### config.mk
export PLATFORM = sky130hd
export DESIGN_NAME = ic_ram_rd_flat
export DESIGN_NICKNAME = d
export VERILOG_FILES = /design/src/rtl/ic_ram_rd_if.sv /design/src/rtl/ic_ram_rd.sv /design/src/flat_wrapper.sv
export SDC_FILE = /design/constraint.sdc
export NUM_CORES = 1
export LEC_CHECK = 0
export BUFFER_PORTS_ARGS = -buffer_cell sky130_fd_sc_hd__buf_2
export CORE_ASPECT_RATIO = 1.5
export CORE_UTILIZATION = 58
export DETAILED_ROUTE_END_ITERATION = 10
export MAX_ROUTING_LAYER = met4
export PLACE_DENSITY = 0.8
export SETUP_SLACK_MARGIN = 0.2
export SLEW_MARGIN = 25
export SYNTH_ARGS = -nofsm -noshare
export SYNTH_HDL_FRONTEND = slang
export SYNTH_SLANG_ARGS = --single-unit
### constraint.sdc
create_clock -name clk -period 15.2 [get_ports clk]
set_input_delay 1.52 -clock clk [delete_from_list [all_inputs] [get_ports clk]]
set_output_delay 1.52 -clock clk [all_outputs]
set_load 0.01 [all_outputs]
### src/rtl/ic_ram_rd_if.sv
// ic_ram_rd_if: port bundle for the ic_ram streaming read engine.
//   master : engine side (ic_ram_rd)
//   slave  : environment side (requester, ic_ram read port B, stream sink)
// Signals:
//   req_valid/req_ready/req_addr/req_len : request handshake (start address, word count)
//   addrb/doutb                          : ic_ram read port B (address out, data in)
//   m_valid/m_ready/m_data/m_last        : output word stream
//   busy/done/err                        : status (done/err are one-cycle pulses)
interface ic_ram_rd_if #(
  parameter int unsigned ram_dw = 128,
  parameter int unsigned ram_aw = 9
);
  logic              req_valid;
  logic              req_ready;
  logic [ram_aw-1:0] req_addr;
  logic [ram_aw:0]   req_len;
  logic [ram_aw-1:0] addrb;
  logic [ram_dw-1:0] doutb;
  logic              m_valid;
  logic              m_ready;
  logic [ram_dw-1:0] m_data;
  logic              m_last;
  logic              busy;
  logic              done;
  logic              err;

  modport master (
    input  req_valid, req_addr, req_len, doutb, m_ready,
    output req_ready, addrb, m_valid, m_data, m_last, busy, done, err
  );

  modport slave (
    output req_valid, req_addr, req_len, doutb, m_ready,
    input  req_ready, addrb, m_valid, m_data, m_last, busy, done, err
  );
endinterface

### src/rtl/ic_ram_rd.sv
// ic_ram_rd: streaming read engine for ic_ram port B.
// Accepts a (start address, word count) request, issues reads on addrb, absorbs the
// one-cycle RAM latency with a 2-stage in-flight tracker and a 4-entry output FIFO,
// and presents words on a valid/ready stream with m_last on the final word.
// Ports:
//   clk   : system clock, rising edge
//   rst_n : synchronous reset, active low
//   bus   : ic_ram_rd_if.master (request, RAM port B, output stream, busy/done/err)
// Optional feature: define IC_RD_WRAP_CHK_EN to reject requests whose address range
// runs past the top of the RAM (err + done pulse, no reads). Without it addresses wrap.
module ic_ram_rd #(
  parameter int unsigned ram_dw = 128,
  parameter int unsigned ram_aw = 9
) (
  input logic         clk,
  input logic         rst_n,
  ic_ram_rd_if.master bus
);

  localparam int unsigned dp = 1 << ram_aw;

  typedef enum logic [1:0] {StIdle, StIssue, StDrain} state_e;

  state_e            state_q;
  logic [ram_aw-1:0] addr_q;       // next address to issue
  logic [ram_aw-1:0] addrb_q;
  logic [ram_aw:0]   issue_cnt_q;  // reads still to issue
  logic [ram_aw:0]   beat_cnt_q;   // beats still to hand over
  logic              fl_a_q;       // in-flight stage (a): address presented
  logic              fl_b_q;       // in-flight stage (b): RAM read pending, doutb valid
  logic [ram_dw-1:0] fifo_q [4];
  logic [1:0]        wptr_q;
  logic [1:0]        rptr_q;
  logic [2:0]        fcnt_q;
  logic              done_q;
  logic              err_q;

  logic       push;
  logic       pop;
  logic       m_valid;
  logic [2:0] pending;
  logic       can_issue;
  logic       wrap_bad;

`ifdef IC_RD_WRAP_CHK_EN
  logic [ram_aw+1:0] req_end;
  assign req_end  = (ram_aw+2)'(bus.req_addr) + (ram_aw+2)'(bus.req_len);
  assign wrap_bad = req_end > (ram_aw+2)'(dp);
`else
  assign wrap_bad = 1'b0;
`endif

  assign m_valid = fcnt_q != 3'd0;
  assign push    = fl_b_q;
  assign pop     = m_valid & bus.m_ready;

  // Reads are only issued when every word in the pipe is guaranteed a FIFO slot.
  assign pending   = fcnt_q + {2'b00, fl_a_q} + {2'b00, fl_b_q};
  assign can_issue = (state_q == StIssue) && (pending < 3'd4);

  always_ff @(posedge clk) begin
    if (!rst_n) begin
      state_q     <= StIdle;
      addr_q      <= '0;
      addrb_q     <= '0;
      issue_cnt_q <= '0;
      beat_cnt_q  <= '0;
      fl_a_q      <= 1'b0;
      fl_b_q      <= 1'b0;
      wptr_q      <= '0;
      rptr_q      <= '0;
      fcnt_q      <= '0;
      done_q      <= 1'b0;
      err_q       <= 1'b0;
      for (int i = 0; i < 4; i++) begin
        fifo_q[i] <= '0;
      end
    end else begin
      done_q <= 1'b0;
      err_q  <= 1'b0;
      fl_a_q <= 1'b0;
      fl_b_q <= fl_a_q;

      if (push) begin
        fifo_q[wptr_q] <= bus.doutb;
        wptr_q         <= wptr_q + 2'd1;
      end
      if (pop) begin
        rptr_q     <= rptr_q + 2'd1;
        beat_cnt_q <= beat_cnt_q - (ram_aw+1)'(1);
      end
      fcnt_q <= fcnt_q + {2'b00, push} - {2'b00, pop};

      unique case (state_q)
        StIdle: begin
          if (bus.req_valid) begin
            if (bus.req_len == '0 || wrap_bad) begin
              done_q <= 1'b1;
              err_q  <= wrap_bad;
            end else begin
              // First read goes out on the acceptance edge itself.
              addrb_q     <= bus.req_addr;
              addr_q      <= bus.req_addr + ram_aw'(1);
              issue_cnt_q <= bus.req_len - (ram_aw+1)'(1);
              beat_cnt_q  <= bus.req_len;
              fl_a_q      <= 1'b1;
              state_q     <= (bus.req_len == (ram_aw+1)'(1)) ? StDrain : StIssue;
            end
          end
        end
        StIssue: begin
          if (can_issue) begin
            addrb_q     <= addr_q;
            addr_q      <= addr_q + ram_aw'(1);
            issue_cnt_q <= issue_cnt_q - (ram_aw+1)'(1);
            fl_a_q      <= 1'b1;
            if (issue_cnt_q == (ram_aw+1)'(1)) begin
              state_q <= StDrain;
            end
          end
        end
        StDrain: begin
          // Last handshake implies the pipe and FIFO are already empty.
          if (pop && beat_cnt_q == (ram_aw+1)'(1)) begin
            state_q <= StIdle;
            done_q  <= 1'b1;
          end
        end
        default: state_q <= StIdle;
      endcase
    end
  end

  assign bus.req_ready = state_q == StIdle;
  assign bus.busy      = state_q != StIdle;
  assign bus.addrb     = addrb_q;
  assign bus.m_valid   = m_valid;
  assign bus.m_data    = fifo_q[rptr_q];
  assign bus.m_last    = m_valid && (beat_cnt_q == (ram_aw+1)'(1));
  assign bus.done      = done_q;
  assign bus.err       = err_q;

endmodule

### src/flat_wrapper.sv
// flat-port wrapper written by rule: the top's interface ports become plain ports
module ic_ram_rd_flat 
#(
  parameter int unsigned ram_dw = 128,
  parameter int unsigned ram_aw = 9
)
  (clk, rst_n, bus_req_valid, bus_req_addr, bus_req_len, bus_doutb, bus_m_ready, bus_req_ready, bus_addrb, bus_m_valid, bus_m_data, bus_m_last, bus_busy, bus_done, bus_err);
  ic_ram_rd_if #(.ram_dw(ram_dw), .ram_aw(ram_aw)) bus_i ();
  input logic clk;
  input logic rst_n;
  input wire logic [$bits(bus_i.req_valid)-1:0] bus_req_valid;
  input wire logic [$bits(bus_i.req_addr)-1:0] bus_req_addr;
  input wire logic [$bits(bus_i.req_len)-1:0] bus_req_len;
  input wire logic [$bits(bus_i.doutb)-1:0] bus_doutb;
  input wire logic [$bits(bus_i.m_ready)-1:0] bus_m_ready;
  output wire logic [$bits(bus_i.req_ready)-1:0] bus_req_ready;
  output wire logic [$bits(bus_i.addrb)-1:0] bus_addrb;
  output wire logic [$bits(bus_i.m_valid)-1:0] bus_m_valid;
  output wire logic [$bits(bus_i.m_data)-1:0] bus_m_data;
  output wire logic [$bits(bus_i.m_last)-1:0] bus_m_last;
  output wire logic [$bits(bus_i.busy)-1:0] bus_busy;
  output wire logic [$bits(bus_i.done)-1:0] bus_done;
  output wire logic [$bits(bus_i.err)-1:0] bus_err;
  assign bus_i.req_valid = bus_req_valid;
  assign bus_i.req_addr = bus_req_addr;
  assign bus_i.req_len = bus_req_len;
  assign bus_i.doutb = bus_doutb;
  assign bus_i.m_ready = bus_m_ready;
  assign bus_req_ready = bus_i.req_ready;
  assign bus_addrb = bus_i.addrb;
  assign bus_m_valid = bus_i.m_valid;
  assign bus_m_data = bus_i.m_data;
  assign bus_m_last = bus_i.m_last;
  assign bus_busy = bus_i.busy;
  assign bus_done = bus_i.done;
  assign bus_err = bus_i.err;
  ic_ram_rd #(.ram_dw(ram_dw), .ram_aw(ram_aw)) u_core (.clk(clk), .rst_n(rst_n), .bus(bus_i));
endmodule
==> results of run 1 <==
-- worst paths after layout --
check	startpoint	end	slack, ps	cells past startpoint
max	flip-flop	bus_m_data[87]	9940	4
min	u_core.bus.addrb[1]	u_core.bus.addrb[1]	450	2
max reg2reg	u_core.wptr_q[1]	u_core.fifo_q[2][22]	12260	4
min reg2reg	u_core.bus.addrb[1]	u_core.bus.addrb[1]	450	2
-- sequential cells by signal, summed over array words and instances (netlist names), named ones only --
signal / count
u_core.addr_q: 9
u_core.beat_cnt_q: 10
u_core.bus.addrb: 9
u_core.bus.done: 1
u_core.fcnt_q: 3
u_core.fifo_q: 512
u_core.fl_a_q: 1
u_core.fl_b_q: 1
u_core.issue_cnt_q: 10
u_core.rptr_q: 2
u_core.state_q: 2
u_core.wptr_q: 2
-- cell usage in the layout (no fill, tap or decap), drive strengths merged, types with 12 or more instances in the layout --
master  count
edfxtp    512
nor2      423
buf       317
nand2     174
inv       150
mux4      128
clkbuf     59
dfxtp      52
a21oi      33
clkinv     31
o21ai      23
diode      14
xnor2      12
-- cell families (layout without fill, tap and decap cells) --
kind of cell    count (synthesis)  in the layout  share of synthesized area
simple gates                  664            664                      0.110
flops                         564            564                      0.677
buf+inv                       258            561                     0.0427
mux                           133            133                      0.121
compound gates                114            114                     0.0342
xor+xnor                       22             22                    0.00795
fa+ha+maj                      12             12                    0.00650
other cells                     1             15                   0.000155
-- report_power, final --
group          internal (mW)  switching [mW]
registers               1.80          0.0852
clock network          0.658           0.563
logic                  0.396           0.480
total                   2.85            1.13
-- through the flow --
stage	setup slack [ps]	instance area, um2	std cells
finish	9940	27800	2643
detailed placement	10080	26200	2534
global route	9580	27800	2643
global placement	10100	26200	2533
floorplan	4660	24200	1768
CTS	9480	27800	2628
-- worst reg2reg max path, stage by stage (launching register included) --
cell and delay (ps):
dfxtp_1 520, nand2b_4 470, o21ai_4 300, buf_4 550
buf_4 720
-- metal layers --
layer  share of wire  vias to the layer above  wire (um)  global-route usage
li1                -                     6830          -                   -
met4           0.043                        0       2450               0.139
met3           0.086                      156       4930              0.0534
met5               0                        -          0                   -
met1            0.35                     7670      19700               0.315
met2            0.53                      770      30000               0.479
-- layout make-up --
type                            instances  area (um2)
Fill cell                            2849       13400
Tap cell                              558         698
Clock buffer                           59        1320
Antenna cell                           14        35.0
Clock inverter                         35         254
Multi-Input combinational cell        946        6860
Timing Repair Buffer                  317        1690
Inverter                              150         563
Sequential cell                       564       16400
==> impl_results.md, run 1 <==
* 1st-iter DRT viols at 1567
* CTS H-Tree Depth at 2
* Worst path slowest cell: dfxtp_4
* Cell taking the most area after synthesis: edfxtp_1
* Post-synth top area share at 0.634
* Slew Limit Headroom at 0.308
* Final #Nets at 2192
* Clock latency on the worst-skew pair at about 590 ps
* Number of gates resized after CTS at 0
* Top cells by area, synth: edfxtp_1 63%, mux4_2 12%, nor2_1 6.5%
* Largest net degree at the start of global routing at 84
* CTS Buffer Depth at 3
* Tmin final at 5260 ps
* Synthesized cell area at 24200 um2
* Layout cells sized above 1 at 0.266
* Fin crit share at 0.346
* CTS sink count at approximately 560
* Setup bufs post-CTS at 0
* I/O pin cnt at 294
* Grt ovf at 0
* Die ar. at 42600 um2
* Syn Area/Cell at 13.7 um2
* GPL Wtd Cong at between 0.8 and 0.9
* Post-layout utilization of the core at 0.675
* Seq cells post-synth at 564
* Count of input and output buffers at 292
* CP peak stage delay at 920 ps
* CP required at 13680 ps
* Post-synth EDFFs at 512
* Pleak at 11.2 nW
* Routed Wire Length at 57200 um
* Crit Path Max Fanout at about 50
* GRT Total Usage at 0.280
* Cell family with most CP delay: buffers and inverters
* Peak VDD IR at 121 uV
* Layout Skew at around 28 ps
* Hpwl dp at 34600 um
* Count of final setup violators at 0
* Syn nets at ~1900
* Ys async rst share at 0
* Die width at 169 um
* Die Ht at 252 um
* Post-DRT Antenna Nets at 0
* Hold slack at 452 ps
* Total core area at 41200 um2
* Power, Total at 3.98 mW
* Critical path type: reg -> out
* Number of synthesis warnings at 0
* WL per Instance at 21.6 um
* Hold WC Path Type: reg -> reg
* Clock Pin Slew Worst Setup and Hold Paths at 60 ps
* First-pass GRT wire length at 86900 um
* Max Slew Vio Count at 0
* Vias in the first global route at 15876
* Final Hold Fails at 0
* CTS Hold Bufs at 0
* TNS Setup at 0 ps
* Post-DR vias/cell at 5.84
* Total CTS buffers at 50
* Buf/Inv on CP at 3
* Status: complete, no violations
* Post-synth top cells: 512 x edfxtp_1, 423 x nor2_1, 174 x nand2_1
* Row count at 91
* Register area share after synthesis at 0.677
* Maximum Capacitance Violations at 0
* DRC at 0
* Number of unique standard cell types used by synthesis at 71
* Endpoint class of the critical path: output pin
* Pwr dens at 143 nW/um2
* CP startpoint kind: flip-flop
* Via count at ~15000
* Worst-margin pin slew at around 1000 ps
* Ys flop type: edfxtp_1
* Synth Instances at 1768
* Critical path, cell by cell: buf_6 > buf_4 > mux4_2 > buf_2
* TritonRoute pass-1 iters at 5
* Initial antenna violation count at 14
* Max Fclk at 190 MHz
* Root Buffer: clkbuf_16
* Initial core utilization at 0.588
* WP data arrival at 3740 ps
* Count leader, synth: edfxtp_1
* RSZ-0062 raised after global routing: no
* Area delta synth->final at 14.8%
* CTS tree: done
Note: power is estimated with default switching activity, not from simulation.
==> run 2: changes to the inputs <==
--- a/config.mk
+++ b/config.mk
@@ -7,10 +7,10 @@
 export LEC_CHECK = 0
 export BUFFER_PORTS_ARGS = -buffer_cell sky130_fd_sc_hd__buf_2
 export CORE_ASPECT_RATIO = 1.5
-export CORE_UTILIZATION = 58
+export CORE_UTILIZATION = 53
 export DETAILED_ROUTE_END_ITERATION = 10
 export MAX_ROUTING_LAYER = met4
-export PLACE_DENSITY = 0.8
+export PLACE_DENSITY = 0.77
 export SETUP_SLACK_MARGIN = 0.2
 export SLEW_MARGIN = 25
 export SYNTH_ARGS = -nofsm -noshare
==> constraint.sdc (replaced) <==
create_clock -name clk -period 4.56 [get_ports clk]
set_input_delay 0.456 -clock clk [delete_from_list [all_inputs] [get_ports clk]]
set_output_delay 0.456 -clock clk [all_outputs]
set_load 0.01 [all_outputs]
==> run 2 against run 1 <==
  * Design area up 0.62%
  * First-iteration DRC count down 16%
  * Die area up 9.3%
  * Power rose to 3.4 times the previous value
  * Register-to-register slack worse by 10000 ps
  * Final cell count up 1.0%
  * Setup slack worse by 8500 ps
  * Wire length down 0.75%
  * Combinational power rose to 3.4 times the previous value
  * Critical path depth down 1
  * Clock power rose to 3.4 times the previous value
  * Critical endpoint is now bus_m_data[67]
==> impl_results.md, run 2 (synthesis gave the netlist of run 1 again) <==
* Status: complete, no violations (unchanged)
* Number of gates resized after CTS at 0 (unchanged)
* CP required at 4100 ps (was 13680 ps)
* Via count at 15143 (was 15426)
* Max Slew Vio Count at 0 (unchanged)
* Initial core utilization at 0.540 (was 0.588)
* Vias in the first global route at 16153 (was 15876)
* Clock Pin Slew Worst Setup and Hold Paths at 70 ps (was 60 ps)
* WL per Instance at 21.2 um (was 21.6 um)
* Max Fclk at 316 MHz
* Hold slack at 198 ps (was 452 ps)
* GPL Wtd Cong at 0.879 (was 0.856)
* Leading cell type in the layout, fill and taps excluded: edfxtp_1 (unchanged)
* Count of final setup violators at 0 (unchanged)
* Crit Path Max Fanout at 33 (was 49)
* Largest regs: u_core.fifo_q: 512 flops, u_core.beat_cnt_q: 10 flops, u_core.issue_cnt_q: 10 flops (unchanged)
* WP data arrival at 2710 ps (was 3740 ps)
* TritonRoute pass-1 iters at 5 (unchanged)
* Peak VDD IR at 336 uV (was 121 uV)
* Critical path type: reg -> out (unchanged)
* Die ar. at 46600 um2 (was 42600 um2)
* Count of input and output buffers at 292 (unchanged)
* CP startpoint kind: flip-flop (unchanged)
* Endpoint class of the critical path: output pin (unchanged)
* Hpwl dp at 34000 um (was 34600 um)
* Grt ovf at 0 (unchanged)
* RSZ-0062 raised after global routing: no (unchanged)
* Worst-margin pin slew at 983 ps (was 1040 ps)
* Layout Skew at 19.4 ps (was 28.5 ps)
* First-pass GRT wire length at 86900 um (about the same)
* Area delta synth->final at 15.5% (was 14.8%)
* Largest net degree at the start of global routing at 114 (was 84)
* Pwr dens at 479 nW/um2 (was 143 nW/um2)
* Post-DR vias/cell at 5.67 (was 5.84)
* Most frequent cells in the layout: 512 x edfxtp_1, 422 x nor2_1, 292 x buf_2 (unchanged)
* Total CTS buffers at 51 (was 50)
* Final #Nets at 2199 (was 2192)
* DRC at 0 (unchanged)
* Final Hold Fails at 0 (unchanged)
* Setup bufs post-CTS at 0 (unchanged)
* Tmin final at 3170 ps
* 1st-iter DRT viols at 1316 (was 1567)
* GRT Total Usage at 0.254 (was 0.280)
* Routed Wire Length at 56700 um (was 57200 um)
* Post-DRT Antenna Nets at 0 (unchanged)
* Maximum Capacitance Violations at 0 (unchanged)
* Fin crit share at 0.695
* Max reg flops at 512 (unchanged)
* Top reg by flops: u_core.fifo_q (unchanged)
* CTS sink count at 564 (unchanged)
* CTS tree: done (unchanged)
* Clock latency on the worst-skew pair at 580 ps (was 590 ps)
* CTS Hold Bufs at 0 (unchanged)
* CTS H-Tree Depth at 2 (unchanged)
* Pleak at 11.2 nW (about the same)
* Row count at 95 (was 91)
* Slew Limit Headroom at 0.345 (was 0.308)
* Post-layout utilization of the core at 0.623 (was 0.675)
* Die width at 177 um (was 169 um)
* Total core area at 44900 um2 (was 41200 um2)
* Die Ht at 264 um (was 252 um)
* TNS Setup at 0 ps (unchanged)
* Layout cells sized above 1 at 0.265 (was 0.266)
* CTS Buffer Depth at 3 (unchanged)
* Initial antenna violation count at 12 (was 14)
* Root Buffer: clkbuf_16 (unchanged)
* Hold WC Path Type: in -> reg (was reg -> reg)
* I/O pin cnt at 294 (unchanged)
run 2: changes by cell type in the layout (fill, tap and decap cells not counted), moves of 3 or more:
cell       delta
clkbuf_4      +3
clkbuf_1      +5
bufinv_16     +3
buf_12        +7
clkinv_2      -7
run 2: worst max-delay path, stage by stage, from the launching register on:
cell and delay (ps):
dfxtp_4 820, buf_4 500, mux4_2 580, buf_2 160
run 2: where the power goes:
| group | internal, mW | total (mW) | switching (mW) |
|---|---|---|---|
| clock network | 2.37 | 4.19 | 1.82 |
| registers | 5.99 | 6.27 | 0.277 |
| logic | 1.35 | 2.97 | 1.61 |
| total | 9.71 | 13.4 | 3.71 |
run 2: final cells by class:
class / instances / area [um2]
Clock inverter: 27 / 268
Multi-Input combinational cell: 946 / 6860
Clock buffer: 66 / 1340
Antenna cell: 12 / 30.0
Timing Repair Buffer: 323 / 1790
Inverter: 150 / 563
Sequential cell: 564 / 16400
Fill cell: 3362 / 16900
Tap cell: 582 / 728
run 2: per-stage QoR:
stage	setup slack, ps	power, mW	cells	instance area [um2]
6_report	1390	13.4	2670	28000
5_1_grt	1200	13.9	2670	28000
4_1_cts	1290	13.5	2658	28000
3_5_place_dp	1740	9.38	2565	26400
3_3_place_gp	1850	9.33	2564	26300
2_1_floorplan	262	8.30	1768	24300
run 2: layer usage:
layer / vias to the layer above / GRT usage / wire length [um] / part of all wire
li1: 6839 / - / - / -
met1: 7603 / 0.285 / 20600 / 0.36
met2: 598 / 0.452 / 30200 / 0.53
met3: 103 / 0.0374 / 3770 / 0.067
met4: 0 / 0.103 / 2110 / 0.037
met5: - / - / 0 / 0
run 2: worst paths after layout:
| kind | start | end | slack [ps] | cells after the start |
|---|---|---|---|---|
| max | flip-flop | bus_m_data[67] | 1390 | 3 |
| min | bus_doutb[123] | u_core.fifo_q[3][123] | 200 | 3 |
| max reg2reg | u_core.state_q[1] | u_core.addr_q[6] | 2030 | 7 |
| min reg2reg | u_core.bus.addrb[1] | u_core.bus.addrb[1] | 460 | 2 |
==> run 3: changes to the inputs <==
--- a/config.mk
+++ b/config.mk
@@ -7,10 +7,10 @@
 export LEC_CHECK = 0
 export BUFFER_PORTS_ARGS = -buffer_cell sky130_fd_sc_hd__buf_2
 export CORE_ASPECT_RATIO = 1.5
-export CORE_UTILIZATION = 53
+export CORE_UTILIZATION = 58
 export DETAILED_ROUTE_END_ITERATION = 10
 export MAX_ROUTING_LAYER = met4
-export PLACE_DENSITY = 0.77
+export PLACE_DENSITY = 0.8
 export SETUP_SLACK_MARGIN = 0.2
 export SLEW_MARGIN = 25
 export SYNTH_ARGS = -nofsm -noshare
==> constraint.sdc (replaced) <==
create_clock -name clk -period 3.1 [get_ports clk]
set_input_delay 0.31 -clock clk [delete_from_list [all_inputs] [get_ports clk]]
set_output_delay 0.31 -clock clk [all_outputs]
set_load 0.01 [all_outputs]
==> run 3 against run 2 <==
  * Global-route usage rose by 1.5 points
  * Clock skew fell by 8.1 ps
  * Die area fell by 8.5%
  * Critical path type unchanged
  * Non-clock buffer count did not move
  * Clock power rose by 42%
==> impl_results.md, run 3 (synthesis gave the netlist of run 1 again) <==
* Critical path, cell by cell: buf_12 > mux4_2 > buf_2 (was buf_4 > mux4_2 > buf_2)
* Worst-margin pin slew at 773 ps (was 983 ps)
* Total core area at 41200 um2 (was 44900 um2)
* Clock latency on the worst-skew pair at 560 ps (was 580 ps)
* WP data arrival at 2330 ps (was 2710 ps)
* Root Buffer: clkbuf_16 (unchanged)
* Combinational Power Share at 0.232 (was 0.221)
* Final Hold Fails at 0 (unchanged)
* CP required at 2790 ps (was 4100 ps)
* Placed cells at 2541 (was 2565)
* CTS sink count at 564 (unchanged)
* Pint at 14.2 mW (was 9.71 mW)
* Cell family with most CP delay: multiplexers (was flip-flops)
* Die width at 169 um (was 177 um)
* TritonRoute pass-1 iters at 5 (unchanged)
* Pleak at 11.3 nW (was 11.2 nW)
* Routed Wire Length at 55500 um (was 56700 um)
* Total CTS buffers at 50 (was 51)
* CP peak stage delay at 600 ps (was 820 ps)
* Post-DRT Antenna Nets at 0 (unchanged)
* Flop2flop setup slack at 830 ps (was 2030 ps)
* GPL Wtd Cong at 0.887 (was 0.879)
* Via count at 15200 (was 15143)
* Power, Total at 19.6 mW (was 13.4 mW)
* Max reg flops at 512 (unchanged)
* Buf/Inv on CP at 2 (unchanged)
* Count of final setup violators at 0 (unchanged)
* CTS tree: done (unchanged)
* Count of input and output buffers at 292 (unchanged)
* CTS Buffer Depth at 3 (unchanged)
* Hpwl dp at 32600 um (was 34000 um)
* Status: complete, no violations (unchanged)
* Initial antenna violation count at 14 (was 12)
* Layout Skew at 11.3 ps (was 19.4 ps)
* RSZ-0062 raised after global routing: no (unchanged)
* Fin crit share at 0.851
* Most frequent cells in the layout: 512 x edfxtp_1, 422 x nor2_1, 292 x buf_2 (unchanged)
* Clock Pin Slew Worst Setup and Hold Paths at 60 ps (was 70 ps)
* Maximum Capacitance Violations at 0 (unchanged)
* Psw at 5.45 mW (was 3.71 mW)
* Tmin final at 2640 ps
* CP startpoint kind: flip-flop (unchanged)
* I/O pin cnt at 294 (unchanged)
* Max Slew Vio Count at 0 (unchanged)
* Die Ht at 252 um (was 264 um)
* Critical path type: reg -> out (unchanged)
* WL per Instance at 21.0 um (was 21.2 um)
* Number of gates resized after CTS at 0 (unchanged)
* Max Fclk at 379 MHz
* Hold WC Path Type: in -> reg (unchanged)
* Grt ovf at 0 (unchanged)
* Slew Limit Headroom at 0.485 (was 0.345)
* Pwr dens at 699 nW/um2 (was 479 nW/um2)
* Endpoint class of the critical path: output pin (unchanged)
* Area delta synth->final at 15.8% (was 15.5%)
* 1st-iter DRT viols at 1125 (was 1316)
* Peak VDD IR at 616 uV (was 336 uV)
* Clock Power Share at 0.304 (was 0.312)
* Die ar. at 42600 um2 (was 46600 um2)
* Final #Nets at 2198 (was 2199)
* Layout cells sized above 1 at 0.266 (was 0.265)
* Post-layout utilization of the core at 0.681 (was 0.623)
* CTS H-Tree Depth at 2 (unchanged)
* Vias in the first global route at 15772 (was 16153)
* First-pass GRT wire length at 84100 um (was 86900 um)
* Top reg by flops: u_core.fifo_q (unchanged)
* Sequential power share at 0.464 (was 0.467)
* Sw frac at 0.277 (about the same)
* Post-DR vias/cell at 5.74 (was 5.67)
* Row count at 91 (was 95)
* CTS Hold Bufs at 0 (unchanged)
* Crit Path Max Fanout at 48 (was 33)
* Worst hold path depth at 3 (unchanged)
* Worst r2r path cells at 7 (unchanged)
* Final cell count without fillers at 2646 (was 2670)
* Worst path slowest cell: mux4_2 (was dfxtp_4)
* Leading cell type in the layout, fill and taps excluded: edfxtp_1 (unchanged)
* Initial core utilization at 0.588 (was 0.540)
* Largest regs: u_core.fifo_q: 512 flops, u_core.beat_cnt_q: 10 flops, u_core.issue_cnt_q: 10 flops (unchanged)
* GRT Total Usage at 0.269 (was 0.254)
* Crit path depth at 3 (unchanged)
* Setup bufs post-CTS at 0 (unchanged)
* DRC at 0 (unchanged)
* Largest net degree at the start of global routing at 129 (was 114)
run 3: cell types whose count changed in the layout (fill, tap and decap cells not counted), sizes merged:
cell      delta
diode        +2
clkinvlp     +2
clkinv       -1
bufinv       -1
inv          -2
run 3: final cells by class:
class / count / area, um2
tap: 558 / 698
timing repair buffer: 323 / 1940
clock buffer: 66 / 1310
inverter: 150 / 563
fill: 2905 / 13100
antenna: 14 / 35.0
clock inverter: 25 / 235
multi-input combinational: 946 / 6870
sequential: 564 / 16400
run 3: worst reg2reg max path, stage by stage (launching register included):
cell,delay (ps)
dfxtp_1,340
ha_1,300
a21oi_1,60
o2bb2ai_1,610
o21ai_2,290
buf_12,250
a31oi_1,200
a21oi_1,90
run 3: layer usage:
layer	up-vias	track usage	wire length (um)
met5	-	-	0
met4	0	0.114	2110
met3	127	0.0531	4120
met2	668	0.469	29000
met1	7537	0.301	20200
li1	6868	-	-
run 3: metrics by stage:
stage | hold slack, ps | worst slack (ps) | area, um2 | TNS (ps)
2_1_floorplan | 440 | -188 | 24300 | -36310
3_3_place_gp | 453 | 524 | 26500 | 0
3_5_place_dp | 444 | 475 | 26500 | 0
4_1_cts | 3.06 | 383 | 28100 | 0
5_1_grt | 36.4 | 337 | 28100 | 0
6_report | 15.7 | 463 | 28100 | 0
run 3: path summary, 6_finish.rpt:
path | to | from
max | bus_m_data[61] | flip-flop
min | u_core.beat_cnt_q[1] | bus_req_len[1]
max reg2reg | u_core.addr_q[2] | u_core.fcnt_q[0]
min reg2reg | u_core.bus.addrb[1] | u_core.bus.addrb[1]
run 3: power groups by stage:
stage	registers [mW]	logic, mW	clock network [mW]
after global placement	9.22	4.55	0
after global routing	9.16	4.90	6.31
after CTS	9.11	4.62	6.05
after floorplan	9.15	3.05	0
final	9.11	4.56	5.97
after detailed placement	9.27	4.60	0
